$ cat src/rtl/apb_wait_slave_if.sv
// APB bus bundle between a requester and the apb_wait_slave completer.
interface apb_wait_slave_if #(
  parameter int unsigned ADDWIDTH  = 8,
  parameter int unsigned DATAWIDTH = 32
);
  logic                   PSEL;
  logic                   PENABLE;
  logic                   PWRITE;
  logic [ADDWIDTH-1:0]    PADDR;
  logic [DATAWIDTH-1:0]   PWDATA;
  logic [DATAWIDTH/8-1:0] PSTRB;
  logic                   PREADY;
  logic [DATAWIDTH-1:0]   PRDATA;
  logic                   PSLVERR;

  modport master (
    output PSEL, PENABLE, PWRITE, PADDR, PWDATA, PSTRB,
    input  PREADY, PRDATA, PSLVERR
  );

  modport slave (
    input  PSEL, PENABLE, PWRITE, PADDR, PWDATA, PSTRB,
    output PREADY, PRDATA, PSLVERR
  );
endinterface

$ cat src/rtl/apb_wait_slave.sv
// APB completer: byte-strobed register bank with programmable wait states and PSLVERR.
// Define APB_WAIT_SLAVE_ID_EN to make word 0 a read-only ID register returning SLV_ID.
module apb_wait_slave #(
  parameter int unsigned ADDWIDTH  = 8,
  parameter int unsigned DATAWIDTH = 32,
  parameter int unsigned NUMREGS   = 16,
  parameter logic [31:0] SLV_ID    = 32'hA5B0_0003
) (
  input  logic          PCLK,
  input  logic          PRESETn,
  input  logic [3:0]    wait_cycles,
  apb_wait_slave_if.slave apb
);
  localparam int unsigned NumLanes = DATAWIDTH / 8;
  localparam int unsigned RegIdxW  = (NUMREGS > 1) ? $clog2(NUMREGS) : 1;

  typedef enum logic {StIdle, StAccess} state_e;

  state_e                 state_q;
  logic [3:0]             cnt_q;
  logic [RegIdxW-1:0]     idx_q;
  logic                   write_q;
  logic [DATAWIDTH-1:0]   wdata_q;
  logic [NumLanes-1:0]    strb_q;
  logic                   err_q;
  logic [DATAWIDTH-1:0]   regs_q [NUMREGS];

  logic [ADDWIDTH-3:0]    word_idx;
  logic                   setup_err;
  logic                   ready;
  logic [DATAWIDTH-1:0]   rdata;

  assign word_idx = apb.PADDR[ADDWIDTH-1:2];

  always_comb begin
    setup_err = (apb.PADDR[1:0] != 2'b00) || (32'(word_idx) >= NUMREGS);
`ifdef APB_WAIT_SLAVE_ID_EN
    if (apb.PWRITE && (word_idx == '0)) setup_err = 1'b1;
`endif
  end

  assign ready = (state_q == StAccess) && apb.PSEL && apb.PENABLE && (cnt_q == 4'd0);

  always_comb begin
    rdata = '0;
    if (ready && !write_q && !err_q) begin
`ifdef APB_WAIT_SLAVE_ID_EN
      if (idx_q == '0) rdata = DATAWIDTH'(SLV_ID);
      else             rdata = regs_q[idx_q];
`else
      rdata = regs_q[idx_q];
`endif
    end
  end

  assign apb.PREADY  = ready;
  assign apb.PRDATA  = rdata;
  assign apb.PSLVERR = ready && err_q;

  always_ff @(posedge PCLK or negedge PRESETn) begin
    if (!PRESETn) begin
      state_q <= StIdle;
      cnt_q   <= 4'd0;
      idx_q   <= '0;
      write_q <= 1'b0;
      wdata_q <= '0;
      strb_q  <= '0;
      err_q   <= 1'b0;
      for (int unsigned i = 0; i < NUMREGS; i++) regs_q[i] <= '0;
    end else begin
      unique case (state_q)
        StIdle: begin
          if (apb.PSEL && !apb.PENABLE) begin
            idx_q   <= apb.PADDR[RegIdxW+1:2];
            write_q <= apb.PWRITE;
            wdata_q <= apb.PWDATA;
            strb_q  <= apb.PSTRB;
            cnt_q   <= wait_cycles;
            err_q   <= setup_err;
            state_q <= StAccess;
          end
        end
        StAccess: begin
          // Dropping PSEL mid-transfer abandons it without touching the bank.
          if (!apb.PSEL) begin
            state_q <= StIdle;
          end else if (apb.PENABLE) begin
            if (cnt_q != 4'd0) begin
              cnt_q <= cnt_q - 4'd1;
            end else begin
              state_q <= StIdle;
              if (write_q && !err_q) begin
                for (int unsigned b = 0; b < NumLanes; b++) begin
                  if (strb_q[b]) regs_q[idx_q][8*b +: 8] <= wdata_q[8*b +: 8];
                end
              end
            end
          end
        end
        default: state_q <= StIdle;
      endcase
    end
  end
endmodule

$ cat src/flat_wrapper.sv
// flat-port wrapper written by rule: the top's interface ports become plain ports
module apb_wait_slave_flat 
#(
  parameter int unsigned ADDWIDTH  = 8,
  parameter int unsigned DATAWIDTH = 32,
  parameter int unsigned NUMREGS   = 16,
  parameter logic [31:0] SLV_ID    = 32'hA5B0_0003
)
  (PCLK, PRESETn, wait_cycles, apb_PSEL, apb_PENABLE, apb_PWRITE, apb_PADDR, apb_PWDATA, apb_PSTRB, apb_PREADY, apb_PRDATA, apb_PSLVERR);
  apb_wait_slave_if #(.ADDWIDTH(ADDWIDTH), .DATAWIDTH(DATAWIDTH)) apb_i ();
  input  logic PCLK;
  input  logic PRESETn;
  input  logic [3:0] wait_cycles;
  input wire logic [$bits(apb_i.PSEL)-1:0] apb_PSEL;
  input wire logic [$bits(apb_i.PENABLE)-1:0] apb_PENABLE;
  input wire logic [$bits(apb_i.PWRITE)-1:0] apb_PWRITE;
  input wire logic [$bits(apb_i.PADDR)-1:0] apb_PADDR;
  input wire logic [$bits(apb_i.PWDATA)-1:0] apb_PWDATA;
  input wire logic [$bits(apb_i.PSTRB)-1:0] apb_PSTRB;
  output wire logic [$bits(apb_i.PREADY)-1:0] apb_PREADY;
  output wire logic [$bits(apb_i.PRDATA)-1:0] apb_PRDATA;
  output wire logic [$bits(apb_i.PSLVERR)-1:0] apb_PSLVERR;
  assign apb_i.PSEL = apb_PSEL;
  assign apb_i.PENABLE = apb_PENABLE;
  assign apb_i.PWRITE = apb_PWRITE;
  assign apb_i.PADDR = apb_PADDR;
  assign apb_i.PWDATA = apb_PWDATA;
  assign apb_i.PSTRB = apb_PSTRB;
  assign apb_PREADY = apb_i.PREADY;
  assign apb_PRDATA = apb_i.PRDATA;
  assign apb_PSLVERR = apb_i.PSLVERR;
  apb_wait_slave #(.ADDWIDTH(ADDWIDTH), .DATAWIDTH(DATAWIDTH), .NUMREGS(NUMREGS), .SLV_ID(SLV_ID)) u_core (.PCLK(PCLK), .PRESETn(PRESETn), .wait_cycles(wait_cycles), .apb(apb_i));
endmodule
$ cat config.mk
export PLATFORM = sky130hd
export DESIGN_NAME = apb_wait_slave_flat
export DESIGN_NICKNAME = d
export VERILOG_FILES = /design/src/rtl/apb_wait_slave_if.sv /design/src/rtl/apb_wait_slave.sv /design/src/flat_wrapper.sv
export SDC_FILE = /design/constraint.sdc
export NUM_CORES = 1
export LEC_CHECK = 0
export CORE_ASPECT_RATIO = 1.75
export CORE_UTILIZATION = 52
export DETAILED_ROUTE_END_ITERATION = 12
export PLACE_DENSITY = 0.76
export SLEW_MARGIN = 25
export SYNTH_ARGS = -nofsm -noshare
export SYNTH_HDL_FRONTEND = slang
export SYNTH_SLANG_ARGS = --single-unit
$ cat constraint.sdc
create_clock -name PCLK -period 2.1 [get_ports PCLK]
set_clock_uncertainty 0.05 [all_clocks]
set_input_delay 0.21 -clock PCLK [delete_from_list [all_inputs] [get_ports PCLK]]
set_output_delay 0.21 -clock PCLK [all_outputs]
set_load 0.02 [all_outputs]
---- After elaboration in Yosys (flattened, before gate mapping) ----
Index checks and enable logic that the tools add are counted.
storage, ports and cells
  register bits ........................... 559
  logic and storage cells ................. 98
cells by class
  add/subtract/negate cells ............... 1
  magnitude comparators ................... 3
  equal/unequal tests ..................... 4
  mux-type cells .......................... 45
  bitwise gates (word level) .............. 3
  reductions and logical operators ........ 19
operators with widths
  kind                 count
  $mux 512             19
  $bwmux 512           4
  $demux 32 s4         4
  $bmux 32 s4          1
  $mux 32              4
  $mux 24              1
  $mux 16              1
  $mux 4               4
  $logic_and 1x1->1    9
  $mux 8               1
  $pmux 4 s2           1
  $ge 6x5->1 const B   1
  $ne 2x2->1 const B   3
  $ge 5x5->1 const B   1
  $lt 5x1->1 const B   1
  $not 4->5            1
  $reduce_and 5->1     1
  $logic_not 4->1      1
  $mux 1               4
  $reduce_and 4->1     1
  $reduce_bool 4->1    1
  $sub 4x1->4 const B  1
  $logic_not 1->1      3
  $ne 2x1->1 const B   1
  5 further kinds      6

---- Logic depth before layout (Yosys ltp) ----
Gate-level depths: netlist of run 1.
  depth after elaboration ................. 28
  depth in mapped cells ................... 8
  mapped depth without buffers ............ 6

---- Worst setup path before layout of run 1 ----
OpenSTA, ideal clock, no wires.
  path type ............................... reg-to-output
  start point ............................. register u_core.cnt_q[0]
  end point ............................... output port apb_PRDATA[10]
  arrival ................................. 2.107 ns
  data required time ...................... 1.840 ns
  path slack .............................. -0.267 ns
  cell stages (with the launch flop) ...... 9
  path buffers ............................ 2
  cell sequence ........................... dfrtp_1 inv_1 ha_1 nor3b_1 buf_6 nand3_1 clkbuf_1 a221o_1 nor3_1
on the way
  word-level cells in the longest chain between the ends .. 5
RTL lines
  element                         RTL line              source
  start: declaration              apb_wait_slave.sv:20  logic [3:0] cnt_q;
  start signal: assignment        apb_wait_slave.sv:78  cnt_q <= wait_cycles;
  start signal: assignment        apb_wait_slave.sv:89  cnt_q <= cnt_q - 4'd1;
  $logic_not 4->1                 apb_wait_slave.sv:42  assign ready = (state_q == StAccess) && apb.PSEL && apb.PENABLE && (cnt_q == 4'd0);
  $logic_and 1x1->1               apb_wait_slave.sv:42
  $logic_and 1x1->1 (2 in a row)  apb_wait_slave.sv:46  if (ready && !write_q && !err_q) begin
  $mux 32                         apb_wait_slave.sv:46
  end: declaration                flat_wrapper.sv:21    output wire logic [$bits(apb_i.PRDATA)-1:0] apb_PRDATA;
No other way between the ends.

---- Worst setup path after layout of run 1 ----
  start point ............................. register u_core.idx_q[0]
  end point ............................... output port apb_PRDATA[8]
on the way
  word-level cells in the longest chain between the ends .. 5
RTL lines
  element                                     RTL line              source
  start: declaration                          apb_wait_slave.sv:21  logic [RegIdxW-1:0] idx_q;
  start signal: assignment                    apb_wait_slave.sv:74  idx_q <= apb.PADDR[RegIdxW+1:2];
  $not 4->5 (implied by the code)             apb_wait_slave.sv:51  rdata = regs_q[idx_q];
  $bmux 32 s4                                 apb_wait_slave.sv:51
  $mux 32 (implied by the code) (2 in a row)  apb_wait_slave.sv:51
  $mux 32                                     apb_wait_slave.sv:46
No other way between the ends. The select of a mux whose other input is x is not followed.

==> out/summary.md, run 1 <==
The flow ran to the end, but the final reports show violations. The checks that failed: negative setup slack. The tools report the detailed-router iteration count before antenna repair as 5.

The synthesized-area fraction occupied by xor and xnor cells is 0. sky130_fd_sc_hd__dfrtp_1 takes more of the synthesized area than any other cell. The number of maximum-capacitance constraint violations was 0; the proportion of synthesized chip area in sequential cells was 0.5347.

The total of flip-flops plus latches after synthesis came out at 559. During I/O placement, the number of pins put on the boundary was 87. The min-delay analysis places its worst path in the category input port to async pin.

The last weighted congestion value of the routability-driven placer was 0.7987. Setup violations remaining at the end of the flow were counted as 545. After filler insertion, the fill cell instance count of the layout stands at 2,905. The net count of the finished layout is 1,990. The global-route total usage across every layer was 0.2698; the simple-gate share of the synthesized area was 0.06227. The die outline width works out to 171.6 microns. The logs give 0.59 ns for the clock insertion delay at the later pin of the skew report and 51 for the number of buffers created by CTS. In the routed design, unresolved DRC markers number 0. The run gives 1,622 as the number of standard cells after synthesis. The count of nets left with antenna violations once routing finished came out at 0.

The fraction of post-synthesis cell area in the top cell type by area works out to 0.5347. The worst setup path is launched from a flop. The area share of fa/ha/maj cells after synthesis was 0.0009565; the cell row count was 108. The first routing iteration left 1,064 violations. The multiplexer share of the synthesized area came out at 0.3575. The total standard cell area after synthesis came out at 26,160 sq um. Yosys attributes the largest share of cell area to sky130_fd_sc_hd__dfrtp_1 53%, sky130_fd_sc_hd__mux2_2 21%, sky130_fd_sc_hd__mux4_2 9.0%. For the via count of the first global-routing pass, the log shows 17.21k. The tools report the final count of pins violating max slew as 0.

The total power per unit cell area works out to 733.6 nW/um^2. The slowest cell on the critical path is sky130_fd_sc_hd__dfrtp_4. The run gives 25,750 uW as the total power of the final layout. Clock tree synthesis found a total of 559 sinks. Setup repair after global routing could not meet its margin everywhere. The worst register-to-register path has a depth of 11.

Clock-pin slew was measured on the worst setup and hold paths at 0.07 ns. Data on the critical path arrives at its endpoint at 2.61 ns. The most used flip-flop cell after synthesis is sky130_fd_sc_hd__dfrtp_1.

In this design, the stage delay of the slowest critical-path cell is 0.52 ns. The worst-margin pin slew was 0.7735 ns. The floorplan die height was 298.7 microns; the initial antenna violation count was 0. The signal on the critical path passes through buf_12 > buf_12 > buf_6 > mux4_2 > o211ai_1 > a21oi_2 > buf_6. Leakage power: 0.01676 uW. The starting utilization of the core area came out at 0.5276.

TritonCTS built the clock tree. The average instance area after synthesis is 16.13 sq um. The worst-case IR drop observed on VDD is 0.7009 mV. The number of enable-type register cells in the synthesized netlist was 0. The total vias in the final route is 16.17k.

Once detailed placement completed, the half-perimeter wirelength came to 43,650 microns. 0 antenna diodes ended up in the layout. The critical path data required time was 1.84 ns. By count the netlist is led by 559 x sky130_fd_sc_hd__dfrtp_1, 492 x sky130_fd_sc_hd__mux2_2, 105 x sky130_fd_sc_hd__mux4_2. After detailed routing, the average wire length per cell comes to 28.49 microns. After detailed routing, the number of vias per cell comes to 6.132. Total congestion overflow after global routing: 0. The Yosys step of the flow raised 0 warnings. The minimum setup slack in the final design is -0.7688 ns. By area, the combinational part of the netlist is dominated by multiplexers. The tools report the kind of end point of the critical path as an output port. The compound-gate portion of the synthesized area was 0.02329; the core area was 49,590 sq um. The number of I/O port buffers works out to 86.

The H-tree generated during clock tree synthesis spans 2 levels. The critical path in this run is classified as flop to output port. Shortest clock period the worst path allows after layout: 2.869 ns. The peak fanout along the critical path is 8.

The post-synthesis to final-layout area growth was 34.18%. The final layout contains routed wiring with a total length of 75,090 microns. The final worst-path cycle share is 1.366.

The tools report the clock root buffer as sky130_fd_sc_hd__clkbuf_16. Entering global routing, the biggest net connects 82 pins. The fraction of final layout cells sized beyond drive strength 1 came out at 0.6215.

Counting every net in the synthesized netlist gives 1,677. The most repeated cell in the gate-level netlist after synthesis was sky130_fd_sc_hd__dfrtp_1. The run gives 0.3486 GHz as the peak clock frequency supported by timing.

Before CTS, the worst setup slack after placement is -0.5680 ns. For the hold violation total from the final report, the log shows 0. Counting along the longest clock path gives a buffer depth of 3. For the number of distinct library cells after synthesis, the log shows 53. Area enclosed by the die boundary: 51,250 sq um. The worst max-slew margin expressed relative to the limit was 0.4843; the first-pass GRT wire length was 103,100 microns.

The share of flip-flops with an asynchronous set or reset came out at 1.000.
## cells in the final DEF, fill, tap and decap left out, types with 4 or more instances in the layout
cell,synthesis,final
sky130_fd_sc_hd__mux2_4,56,472
sky130_fd_sc_hd__buf_6,12,64
sky130_fd_sc_hd__clkbuf_1,25,8
sky130_fd_sc_hd__nor2b_4,0,6
sky130_fd_sc_hd__o22ai_2,0,11
sky130_fd_sc_hd__a211oi_4,0,11
sky130_fd_sc_hd__mux2_2,492,81
sky130_fd_sc_hd__clkbuf_16,0,59
sky130_fd_sc_hd__clkbuf_8,0,13
sky130_fd_sc_hd__buf_4,6,126
sky130_fd_sc_hd__nor2_2,21,8
sky130_fd_sc_hd__buf_16,0,7
sky130_fd_sc_hd__o22ai_4,0,11
sky130_fd_sc_hd__buf_12,3,89
sky130_fd_sc_hd__mux2i_1,55,52
sky130_fd_sc_hd__nor2_4,4,27
sky130_fd_sc_hd__nand4_4,4,4
sky130_fd_sc_hd__nand2_1,8,4
sky130_fd_sc_hd__a221o_1,22,22
sky130_fd_sc_hd__buf_8,1,7
sky130_fd_sc_hd__nor2_8,40,40
sky130_fd_sc_hd__nor3_4,0,20
sky130_fd_sc_hd__dfrtp_1,559,555
sky130_fd_sc_hd__mux4_2,105,105
sky130_fd_sc_hd__a21oi_1,5,4
sky130_fd_sc_hd__a211oi_2,0,7
sky130_fd_sc_hd__clkinv_2,0,10
sky130_fd_sc_hd__nand2_8,0,4
sky130_fd_sc_hd__nor2_1,29,19
sky130_fd_sc_hd__nor2b_1,10,4
sky130_fd_sc_hd__clkdlybuf4s50_1,0,51
sky130_fd_sc_hd__nand2_2,5,6
## where the power goes
group          internal [uW]  switching [uW]
combinational           2240            2270
clock                   5280            4220
sequential             10900             794
total                  18500            7290
## flip-flops by register name, summed over array words and instances (netlist names)
register	flops
u_core.regs_q	512
u_core.wdata_q	32
u_core.cnt_q	4
u_core.idx_q	4
u_core.strb_q	4
u_core.err_q	1
u_core.state_q	1
u_core.write_q	1
## worst paths after layout
path	slack, ns	to	from
min reg2reg	0.46	u_core.regs_q[304]	u_core.regs_q[304]
max	-0.77	apb_PRDATA[8]	u_core.idx_q[0]
max in group asynchronous	1.10	u_core.regs_q[130]	PRESETn
min in group PCLK	0.18	u_core.wdata_q[3]	apb_PWDATA[3]
max reg2reg	-0.38	u_core.regs_q[68]	u_core.cnt_q[0]
min	0.06	u_core.regs_q[16]	PRESETn
## kinds of logic (layout without fill, tap and decap cells)
| family | count (synthesis) | in the layout |
|---|---|---|
| multiplexers | 713 | 713 |
| adder cells (fa/ha/maj) | 2 | 2 |
| AND/OR/NAND/NOR | 171 | 171 |
| AO/OA/AOI/OAI | 80 | 80 |
| buffers and inverters | 97 | 451 |
| flip-flops | 559 | 559 |
## stage by stage
step | setup TNS (ns) | instances | instance area [sq um] | hold WS (ns) | util
floorplan | 0 | 1622 | 26510 | -0.1356 | -
global placement | -105.81 | 2460 | 29850 | 0.08936 | 0.6020
detailed placement | -109.56 | 2460 | 29850 | 0.09026 | 0.6020
CTS | -98.47 | 2569 | 32160 | 0.07356 | 0.6485
global route | -176.70 | 2636 | 35100 | 0.09329 | 0.7079
finish | -145.44 | 2636 | 35100 | 0.06017 | 0.7079
## critical path, delay by kind of cell (launching register included)
family	cells	cell delay, ns
buffers and inverters	4	0.55
DFF	1	0.52
muxes	1	0.48
AOI/OAI and AO/OA	2	0.45
## what timing repair did
item | in CTS | in global routing
pin swaps | 16 | 94
resized for setup | 226 | 556
endpoints found under the setup margin | 546 | 546
buffers inserted | 10 | 69
gates cloned | 4 | 7
hold endpoints to repair | 389 | 0
hold buffers | 1 | 0
## final cells by class
cell class                      count  area, sq um  share of cell area
Multi-Input combinational cell    966        14110              0.4021
Sequential cell                   559        14000              0.3988
Timing Repair Buffer              354         4452              0.1268
Clock buffer                       73         1510             0.04302
Tap cell                          660        825.8             0.02352
Clock inverter                     21        192.7            0.005489
Inverter                            3        11.26           0.0003208
## metal layers
layer  track usage  vias to the layer above  share of wire
li1              -                     6667              -
met1        0.3300                     8713           0.38
met2        0.4814                      559           0.52
met3       0.03033                      226          0.044
met4        0.1076                        0          0.055
met5             0                        -              0
Power figures use the tool's default switching activity.
==> run 2: changes to the inputs <==
GPL_TIMING_DRIVEN = 0   (was unset)
==> out/summary.md, run 2 (synthesis gave the netlist of run 1 again) <==
The run gives 0 (unchanged) as the initial antenna violation count. The detail-routed net length per standard cell was 29.74 microns (+4.4%); the I/O pin total was 87 (unchanged). The kind of end point of the critical path was an output port. Number of H-tree levels: 2 (unchanged).

The run finished, with violations left. The run gives 0.60 ns (about the same) as the clock insertion delay at the later pin of the skew report. The peak fanout along the critical path works out to 10 (+2). The logs give 110,100 microns (+6.8%) for the first-pass GRT wire length and 32,050 sq um (-8.7%) for the finished layout cell area. Per-cell via count in the routed design: 6.191 (+0.95%). The fraction of power consumed by the clock network is 0.377 (+0.008), and the flip-flop count of the largest register after layout is 512 (unchanged). The share of total power consumed by net switching works out to 0.2904 (+0.007322). The slowest stage of the critical path is the sky130_fd_sc_hd__nor3_2 cell. The detailed-router iteration count before antenna repair is 5 (unchanged), and the final count of pins violating max slew is 0 (unchanged). For the number of maximum-capacitance constraint violations, the log shows 0 (unchanged).

The checks that failed: negative setup slack. The total power per unit cell area works out to 785.4 nW/um^2 (+7.1%). The fraction of power consumed by combinational cells is 0.173 (-0.002). The tools report the switching power summed over all nets as 7309 uW (+0.28%). The total vias in the final route was 15.69k (-2.9%). The critical path is of the flop to output port type. In the layout the commonest cells are 559 x sky130_fd_sc_hd__dfrtp_1, 492 x sky130_fd_sc_hd__mux2_2, 105 x sky130_fd_sc_hd__mux4_2.

The pin count of the biggest net entering global routing was 101 (+23%). The tools report the source of the worst register-to-register timing path as u_core.cnt_q[0]. For the starting utilization of the core area, the log shows 0.5276 (unchanged). The tools report the number of buffers created by CTS as 51 (unchanged). The run gives 0.01566 uW (-6.6%) as the leakage power.

The final worst-path cycle share was 1.364 (-0.002151); the area enclosed by the die boundary was 51,250 sq um (unchanged). The violation count after the first detailed-route iteration was 1,051 (-1.2%); the number of buffers on the longest clock path was 3 (unchanged). The critical path goes through clkbuf_4 > nor3_2 > clkbuf_2 > a221o_1 > nor3_4 > buf_6. The critical path data required time is 1.84 ns (about the same).

The fraction of final layout cells sized beyond drive strength 1 is 0.5760 (-0.04546), and the global-route total usage across every layer is 0.2970 (+0.02718). The leading cell type in the layout, fill and taps excluded is sky130_fd_sc_hd__dfrtp_1. The largest register by flop count was u_core.regs_q.

The logs give 1,892 (-4.9%) for the final net count and 0.449 (-0.007) for the part of the total power dissipated in sequential elements. For the hold violation total from the final report, the log shows 0 (unchanged). Endpoint of the worst-slack reg-to-reg timing path: u_core.regs_q[81]. The tools report the clock sink total as 559 (unchanged). The sum of routed wire length over all layers came out at 75,400 microns (+0.41%).

The delay of the slowest cell on the worst path works out to 0.47 ns (-0.05 ns). The floorplan die height works out to 298.7 microns (unchanged). The total congestion overflow after global routing was 0 (unchanged). The tools report the clock root buffer as sky130_fd_sc_hd__clkbuf_16. Worst max-slew margin expressed relative to the limit: 0.6330 (+0.1487). The via count of the first global-routing pass was 17.32k (+0.61%). For the final routed DRC violation total, the log shows 0 (unchanged).

The area growth from synthesis to layout is 22.51%. The tools report the total setup violations reported at the end of the flow as 546 (+0.18%). The tools report the peak clock frequency supported by timing as 0.3491 GHz (+0.16%). The min-delay analysis places its worst path in the category input port to async pin. Clock transition at the registers of the reported paths: 0.07 ns (about the same). The number of I/O port buffers works out to 86 (unchanged).

For the last weighted congestion value of the routability-driven placer, the log shows 0.8747 (+9.5%). STA classifies the critical path startpoint as a flop. Number of antenna-violating nets in the routed design: 0 (unchanged).

The die outline width works out to 171.6 microns (unchanged). The largest registers in the layout are u_core.regs_q (512), u_core.wdata_q (32). The number of filler cells placed in the layout came out at 3,373 (+16%). Shortest clock period the worst path allows after layout: 2.864 ns (-0.004518 ns). The cell row count came out at 108 (unchanged). The worst-margin pin slew was 0.5505 ns (-0.2230 ns); the design internal power was 17,860 uW (-3.3%). The post-detailed-placement cell area came out at 28,390 sq um (-4.9%). Setup repair after global routing could not meet its margin everywhere. Final HPWL from detailed placement: 48,210 microns (+10%).

For the register-to-register path setup slack, the log shows -0.41 ns (-0.03 ns). TritonCTS built the clock tree. The tools report the data arrival time at the worst-slack endpoint as 2.60 ns (about the same). The logs give 49,590 sq um (unchanged) for the core area and -1.395 ns (-0.8268 ns) for the worst slack at placement. The tools report the count of inserted antenna diode cells as 0 (unchanged). The minimum setup slack in the final design came out at -0.7643 ns (+0.004518 ns).

The worst voltage drop across the vdd grid is 0.7012 mV (about the same). The depth of the worst register-to-register path was 10 (-1).
## run 2: final cells by class
cell class                      count  area, sq um  area share
Clock inverter                     15        162.7    0.005075
Inverter                            3        11.26   0.0003513
Tap cell                          660        825.8     0.02576
Sequential cell                   559        13990      0.4364
Multi-Input combinational cell    966        12430      0.3879
Clock buffer                       76         1530     0.04774
Timing Repair Buffer              163         2141     0.06679
Buffer                             93        959.7     0.02994
## run 2: worst max-delay path by stage
stage / from / end / cells past startpoint
finish: u_core.idx_q[1] / apb_PRDATA[5] / 6
global route: u_core.cnt_q[1] / apb_PRDATA[3] / 10
CTS: u_core.cnt_q[0] / apb_PRDATA[20] / 10
detailed placement: apb_PSEL / apb_PRDATA[21] / 8
global placement: PRESETn / u_core.regs_q[35] / 1
floorplan: u_core.cnt_q[0] / apb_PRDATA[31] / 7
## run 2: routing by layer
| metal | routed length, microns | GRT usage | vias up |
|---|---|---|---|
| li1 | - | - | 6491 |
| met1 | 27480 | 0.3511 | 8443 |
| met2 | 39550 | 0.5196 | 539 |
| met3 | 3348 | 0.03721 | 221 |
| met4 | 5015 | 0.1631 | 0 |
| met5 | 0 | 0 | - |
## run 2: power groups by stage
stage | clock, uW | sequential [uW] | combinational (uW)
after floorplan | 0 | 11300 | 2070
after global placement | 0 | 11500 | 3360
after detailed placement | 0 | 11500 | 3490
after CTS | 9580 | 11300 | 4120
after global routing | 10000 | 11300 | 4510
final | 9500 | 11300 | 4370
## run 2: through the flow
stage	utilization	TNS (ns)	hold WS, ns	instances	power [uW]
6_report	0.6463	-152.60	0.1537	2535	25170
5_1_grt	0.6463	-186.29	0.1793	2535	25850
4_1_cts	0.6347	-216.27	0.1558	2506	24980
3_5_place_dp	0.5724	-349.06	-0.05025	2375	14970
2_1_floorplan	-	0	-0.1356	1622	13400
3_3_place_gp	0.5687	-	0.4124	2368	14850
## run 2: what timing repair did
item,in CTS,in global routing
hold buffers,2,1
gates resized for setup,381,48
setup endpoints to repair,585,740
buffers inserted,31,22
hold endpoints to repair,100,187
gates cloned,7,9
pin swaps,45,30
## run 2: worst max-delay path, delay by kind of cell, from the launching register on
family / cells / cell delay [ns]
flip-flops: 1 / 0.40
AND/OR/NAND/NOR: 2 / 0.52
buffers and inverters: 3 / 0.77
AO/OA/AOI/OAI: 1 / 0.33
